[src/rtl/morse_modport_if.sv]
// Keying-side bundle for the Morse decoder: symbol/space pulses in, decoded character out.
interface morse_modport_if;
    logic       dot_inp;
    logic       dash_inp;
    logic       char_space_inp;
    logic       word_space_inp;
    logic [7:0] sout;

    modport master (
        output dot_inp,
        output dash_inp,
        output char_space_inp,
        output word_space_inp,
        input  sout
    );

    modport slave (
        input  dot_inp,
        input  dash_inp,
        input  char_space_inp,
        input  word_space_inp,
        output sout
    );
endinterface

[src/rtl/morse_modport.sv]
// Morse symbol decoder: collects up to six dot/dash symbols and emits ASCII on char/word space.
// Optional build macro MORSE_PUNCT_EN adds the six-symbol punctuation decodes plus '/' and '='.
module morse_modport (
    input  logic            clk,
    input  logic            rst,
    morse_modport_if.slave  bus
);

    logic [2:0] cnt_q,  cnt_d;
    logic [5:0] bits_q, bits_d;
    logic       ovf_q,  ovf_d;
    logic [7:0] sout_q, sout_d;
    logic [3:0] req;

    // Key is {symbol count, symbols}; first symbol sits in the MSB of the used field.
    function automatic logic [7:0] decode(input logic [2:0] cnt, input logic [5:0] bits);
        logic [7:0] ch;
        ch = 8'h3F;
        case ({cnt, bits})
            {3'd1, 6'b000000}: ch = "E";
            {3'd1, 6'b000001}: ch = "T";
            {3'd2, 6'b000000}: ch = "I";
            {3'd2, 6'b000001}: ch = "A";
            {3'd2, 6'b000010}: ch = "N";
            {3'd2, 6'b000011}: ch = "M";
            {3'd3, 6'b000000}: ch = "S";
            {3'd3, 6'b000001}: ch = "U";
            {3'd3, 6'b000010}: ch = "R";
            {3'd3, 6'b000011}: ch = "W";
            {3'd3, 6'b000100}: ch = "D";
            {3'd3, 6'b000101}: ch = "K";
            {3'd3, 6'b000110}: ch = "G";
            {3'd3, 6'b000111}: ch = "O";
            {3'd4, 6'b000000}: ch = "H";
            {3'd4, 6'b000001}: ch = "V";
            {3'd4, 6'b000010}: ch = "F";
            {3'd4, 6'b000100}: ch = "L";
            {3'd4, 6'b000110}: ch = "P";
            {3'd4, 6'b000111}: ch = "J";
            {3'd4, 6'b001000}: ch = "B";
            {3'd4, 6'b001001}: ch = "X";
            {3'd4, 6'b001010}: ch = "C";
            {3'd4, 6'b001011}: ch = "Y";
            {3'd4, 6'b001100}: ch = "Z";
            {3'd4, 6'b001101}: ch = "Q";
            {3'd5, 6'b011111}: ch = "0";
            {3'd5, 6'b001111}: ch = "1";
            {3'd5, 6'b000111}: ch = "2";
            {3'd5, 6'b000011}: ch = "3";
            {3'd5, 6'b000001}: ch = "4";
            {3'd5, 6'b000000}: ch = "5";
            {3'd5, 6'b010000}: ch = "6";
            {3'd5, 6'b011000}: ch = "7";
            {3'd5, 6'b011100}: ch = "8";
            {3'd5, 6'b011110}: ch = "9";
`ifdef MORSE_PUNCT_EN
            {3'd5, 6'b010010}: ch = "/";
            {3'd5, 6'b010001}: ch = "=";
            {3'd6, 6'b010101}: ch = ".";
            {3'd6, 6'b110011}: ch = ",";
            {3'd6, 6'b001100}: ch = "?";
`endif
            default:           ch = 8'h3F;
        endcase
        return ch;
    endfunction

    assign req = {bus.dot_inp, bus.dash_inp, bus.char_space_inp, bus.word_space_inp};

    always_ff @(posedge clk) begin
        if (!rst) begin
            cnt_q  <= '0;
            bits_q <= '0;
            ovf_q  <= 1'b0;
            sout_q <= '0;
        end else begin
            cnt_q  <= cnt_d;
            bits_q <= bits_d;
            ovf_q  <= ovf_d;
            sout_q <= sout_d;
        end
    end

    // Cycles with zero or several inputs high leave all state untouched.
    always_comb begin
        cnt_d  = cnt_q;
        bits_d = bits_q;
        ovf_d  = ovf_q;
        sout_d = sout_q;
        if ($onehot(req)) begin
            if (bus.dot_inp || bus.dash_inp) begin
                if (cnt_q < 3'd6) begin
                    bits_d = {bits_q[4:0], bus.dash_inp};
                    cnt_d  = cnt_q + 3'd1;
                end else begin
                    ovf_d = 1'b1;
                end
            end else if (bus.char_space_inp) begin
                if (cnt_q != 3'd0 || ovf_q) begin
                    sout_d = ovf_q ? 8'h3F : decode(cnt_q, bits_q);
                    cnt_d  = '0;
                    bits_d = '0;
                    ovf_d  = 1'b0;
                end
            end else begin
                sout_d = 8'h20;
                cnt_d  = '0;
                bits_d = '0;
                ovf_d  = 1'b0;
            end
        end
    end

    assign bus.sout = sout_q;

endmodule

[src/flat_wrapper.sv]
// flat-port wrapper written by rule: the top's interface ports become plain ports
module morse_modport_flat 
  (clk, rst, bus_dot_inp, bus_dash_inp, bus_char_space_inp, bus_word_space_inp, bus_sout);
  morse_modport_if bus_i ();
  input  logic clk;
  input  logic rst;
  input wire logic [$bits(bus_i.dot_inp)-1:0] bus_dot_inp;
  input wire logic [$bits(bus_i.dash_inp)-1:0] bus_dash_inp;
  input wire logic [$bits(bus_i.char_space_inp)-1:0] bus_char_space_inp;
  input wire logic [$bits(bus_i.word_space_inp)-1:0] bus_word_space_inp;
  output wire logic [$bits(bus_i.sout)-1:0] bus_sout;
  assign bus_i.dot_inp = bus_dot_inp;
  assign bus_i.dash_inp = bus_dash_inp;
  assign bus_i.char_space_inp = bus_char_space_inp;
  assign bus_i.word_space_inp = bus_word_space_inp;
  assign bus_sout = bus_i.sout;
  morse_modport u_core (.clk(clk), .rst(rst), .bus(bus_i));
endmodule
[config.mk]
export PLATFORM = sky130hd
export DESIGN_NAME = morse_modport_flat
export DESIGN_NICKNAME = d
export VERILOG_FILES = /design/src/rtl/morse_modport_if.sv /design/src/rtl/morse_modport.sv /design/src/flat_wrapper.sv
export SDC_FILE = /design/constraint.sdc
export NUM_CORES = 1
export LEC_CHECK = 0
export ABC_AREA = 1
export CORE_AREA = 10 10 67 69
export CTS_CLUSTER_SIZE = 16
export DETAILED_ROUTE_END_ITERATION = 16
export DIE_AREA = 0 0 77 79
export HOLD_SLACK_MARGIN = 0.05
export PLACE_DENSITY_LB_ADDON = 0.3
export SYNTH_ARGS = -nofsm -noshare
export SYNTH_HDL_FRONTEND = slang
export SYNTH_SLANG_ARGS = --single-unit
[constraint.sdc]
create_clock -name clk -period 2.4 [get_ports clk]
set_clock_uncertainty 0.1 [all_clocks]
set_input_delay 0.48 -clock clk [delete_from_list [all_inputs] [get_ports clk]]
set_output_delay 0.48 -clock clk [all_outputs]
set_load 0.02 [all_outputs]
==> metrics.md <==
| Metric | Value |
|---|---|
| Placed insts | 323 |
| CTS sink count | 17 |
| Hold Slack | 0.357 ns |
| Buffers and inverters on the worst path | 4 |
| Yosys top cell area share | 21.4% |
| Overall Global Routing Usage | 13.9% |
| Tot Pwr | 1.03 mW |
| Failing checks | negative setup slack |
| CTS max path bufs | 2 |
| Reg clk slew, reported paths | 0.10 ns |
| Initial Util | 49.3% |
| Total of max-cap violations | 0 |
| Critical path launch point type | primary input |
| Pwr Density | 519 mW/mm^2 |
| Crit Path Category | in2reg |
| Non-Filler Instances | 330 |
| Ant diodes | 0 |
| Syn_nets | 279 |
| Setup ws final | -0.0489 ns |
| Die W | 77 microns |
| DRT Pass-1 Iters | 4 |
| Worst-path maximum fanout | 5 |
| Synth unique cells | 32 |
| Post-synth top cells | nand2_1 (70), nor2_1 (48), inv_1 (28), nand3_1 (18), dfxtp_1 (17) |
| Hold Vio Cnt, Final | 0 |
| Routability cong. | 0.927 |
| Crit share post-route | 102% |
| Final Util | 61.4% |
| Most used DFF post-synth | dfxtp_1 |
| Cell count after synthesis | 264 |
| # DRC | 0 |
| Synthesized area | 0.00159 sq mm |
| #FFs+latches synth | 17 |
| Final nets | 300 |
| Critical path capture point type | register |
| Most used cell, CP | ha_4 |
| Asr flop ratio synth | 0% |
| Die footprint | 0.00608 sq mm |
| Clock tree root buffer cell | clkbuf_4 |
| Buffers on Ports | 12 |
| Endpoints failing setup | 3 |
| Fin area | 0.00199 sq mm |
| Hpwl dp | 3220 microns |
| Die span in y | 79 microns |
| Worst-Skew Late Latency | 0.29 ns |
| FP Rows | 21 |
| Number of synthesized flops with an enable pin | 0 |
| Max IR drop VDD | 0.514 mV |
| Vias in the first global route | 1636 |
| Core outline area | 0.00323 sq mm |
| CP peak stage delay | 0.50 ns |
| Setup tns final | -0.0792 ns |
| LEAKAGE | 0.940 nW |
| WL final | 4190 microns |
| DR iter-0 viols | 169 |
| Placed Instance Area | 0.00185 sq mm |
| Hold/Removal Path Class | reg2reg |
| ANT nets after route | 0 |
| Area Growth Syn to Fin | 24.7% |
| Grt total ovfl | 0 |
| Slowest cell on the critical path | fa_1 |
| Top-count cell post-synth | nand2_1 |
| Share of cells above drive strength 1 | 21.8% |
| Fmax | 408 MHz |
| Post-synthesis area per instance | 6.03 sq um |
| Worst Path Arrival | 2.53 ns |
| Slew Limit Fails | 0 |
| Antenna violations before repair | 0 |
| Unrepaired setup endpoints after global routing | yes |
| Num CTS Buffers | 3 |
| Synth warn | 0 |
| CTS tree | yes |
| Minimum clock period | 2.45 ns |
| Routed vias/inst | 5.13 |
| CP cell instances | buf_8 > inv_4 > ha_4 > ha_4 > fa_1 > nand3b_1 > nor3_4 > nor2_4 > clkinvlp_4 > buf_6 > nand2_2 > a21oi_1 |
| Cell taking the most area after synthesis | dfxtp_1 |
| H-tree levels | 1 |
| Number of top-level pins | 14 |
| Vias | 1692 |
| Top Family by Delay on Critical Path | adder cells |
| WL/cell | 12.7 microns |
| Synth area leaders | dfxtp_1 (21%), nand2_1 (16%), nor2_1 (11%), inv_1 (6.6%), ha_1 (6.3%) |
| Largest net degree at the start of global routing | 12 |
| Dpl ws | -0.809 ns |
| Seq/Total Area, Yosys | 21.4% |
| First-pass GRT wire length | 7200 microns |
| Status | complete, but fails checks |
| WP data required | 2.48 ns |
## worst register-to-register path: stages, from the launching register on
cell and delay [ns]:
dfxtp_1 0.34, inv_1 0.12, ha_1 0.27, nand3_1 0.13
nor2_1 0.19, nor3_4 0.08, nor2_4 0.26, clkinvlp_4 0.20
buf_6 0.15, nand2_2 0.04, a21oi_1 0.06
## repair_timing
| action | CTS | global route |
|---|---|---|
| buffers inserted | 2 | 1 |
| endpoints found under the setup margin | 17 | 17 |
| hold buffers | 0 | 0 |
| gates resized for setup | 30 | 15 |
| cloned | 0 | 1 |
| pin swaps | 15 | 6 |
| endpoints found under the hold margin | 0 | 0 |
## sequential cells by signal, summed over array words and instances (netlist names)
signal,cells
u_core.ovf_q,1
u_core.bits_q,6
u_core.bus.sout,7
u_core.cnt_q,3
## cell families after synthesis
logic type / Yosys count / synth area share (%)
other cells: 1 / 0.235
simple gates: 164 / 48.7
fa+ha+maj: 9 / 7.54
compound gates: 34 / 11.5
flops: 17 / 21.4
buf+inv: 39 / 10.7
## layout by cell type, fill, tap and decap left out, types with 2 or more instances in the layout
master	Yosys	final
nor3_1	5	5
o21ai_0	13	8
clkbuf_4	0	3
o21ai_1	2	7
buf_8	0	2
dfxtp_1	17	17
a21oi_1	15	8
nand2_1	70	69
nand3_1	18	16
a21oi_2	1	7
inv_2	4	4
buf_4	4	7
ha_4	0	3
nand2_2	1	2
o21a_1	2	2
inv_4	0	2
buf_6	1	3
nor2_2	5	6
nand2_4	2	2
nand4_1	2	2
nand3_2	3	5
ha_1	8	5
nor2_1	48	46
nand3b_1	2	2
inv_1	28	25
clkdlybuf4s50_1	0	8
nor2_4	3	4
## final cells by class
| cell class | count | area [sq um] |
|---|---|---|
| clock buffer | 3 | 22.5 |
| clock inverter | 1 | 5.00 |
| fill | 318 | 1250 |
| inverter | 32 | 138 |
| multi-input combinational | 208 | 1190 |
| sequential | 17 | 340 |
| tap | 46 | 57.6 |
| timing repair buffer | 22 | 221 |
| timing repair inverter | 1 | 7.51 |
## power breakdown
group	total, mW	leakage, nW	internal, mW	switching, mW
Sequential	0.376	0.138	0.310	0.0653
Clock	0.156	0.0177	0.0620	0.0939
Combinational	0.499	0.784	0.192	0.308
Total	1.03	0.940	0.564	0.467
## final timing paths
| check | end | start | cells past startpoint | slack [ns] |
|---|---|---|---|---|
| worst max-delay path | u_core.cnt_q[2] | bus_dash_inp | 12 | -0.05 |
| worst min-delay path | u_core.bus.sout[0] | u_core.bus.sout[0] | 2 | 0.36 |
| worst max register to register | u_core.cnt_q[2] | u_core.cnt_q[0] | 10 | 0.35 |
| worst min register to register | u_core.bus.sout[0] | u_core.bus.sout[0] | 2 | 0.36 |
## per-layer routing
metal / GRT usage (%) / routed length [microns] / vias up
li1: - / - / 877
met5: 0 / 0 / -
met4: 5.84 / 113 / 0
met2: 25.1 / 2080 / 37
met1: 15.6 / 1820 / 766
met3: 2.82 / 179 / 12
No activity file was read; power rests on OpenSTA's default activity.
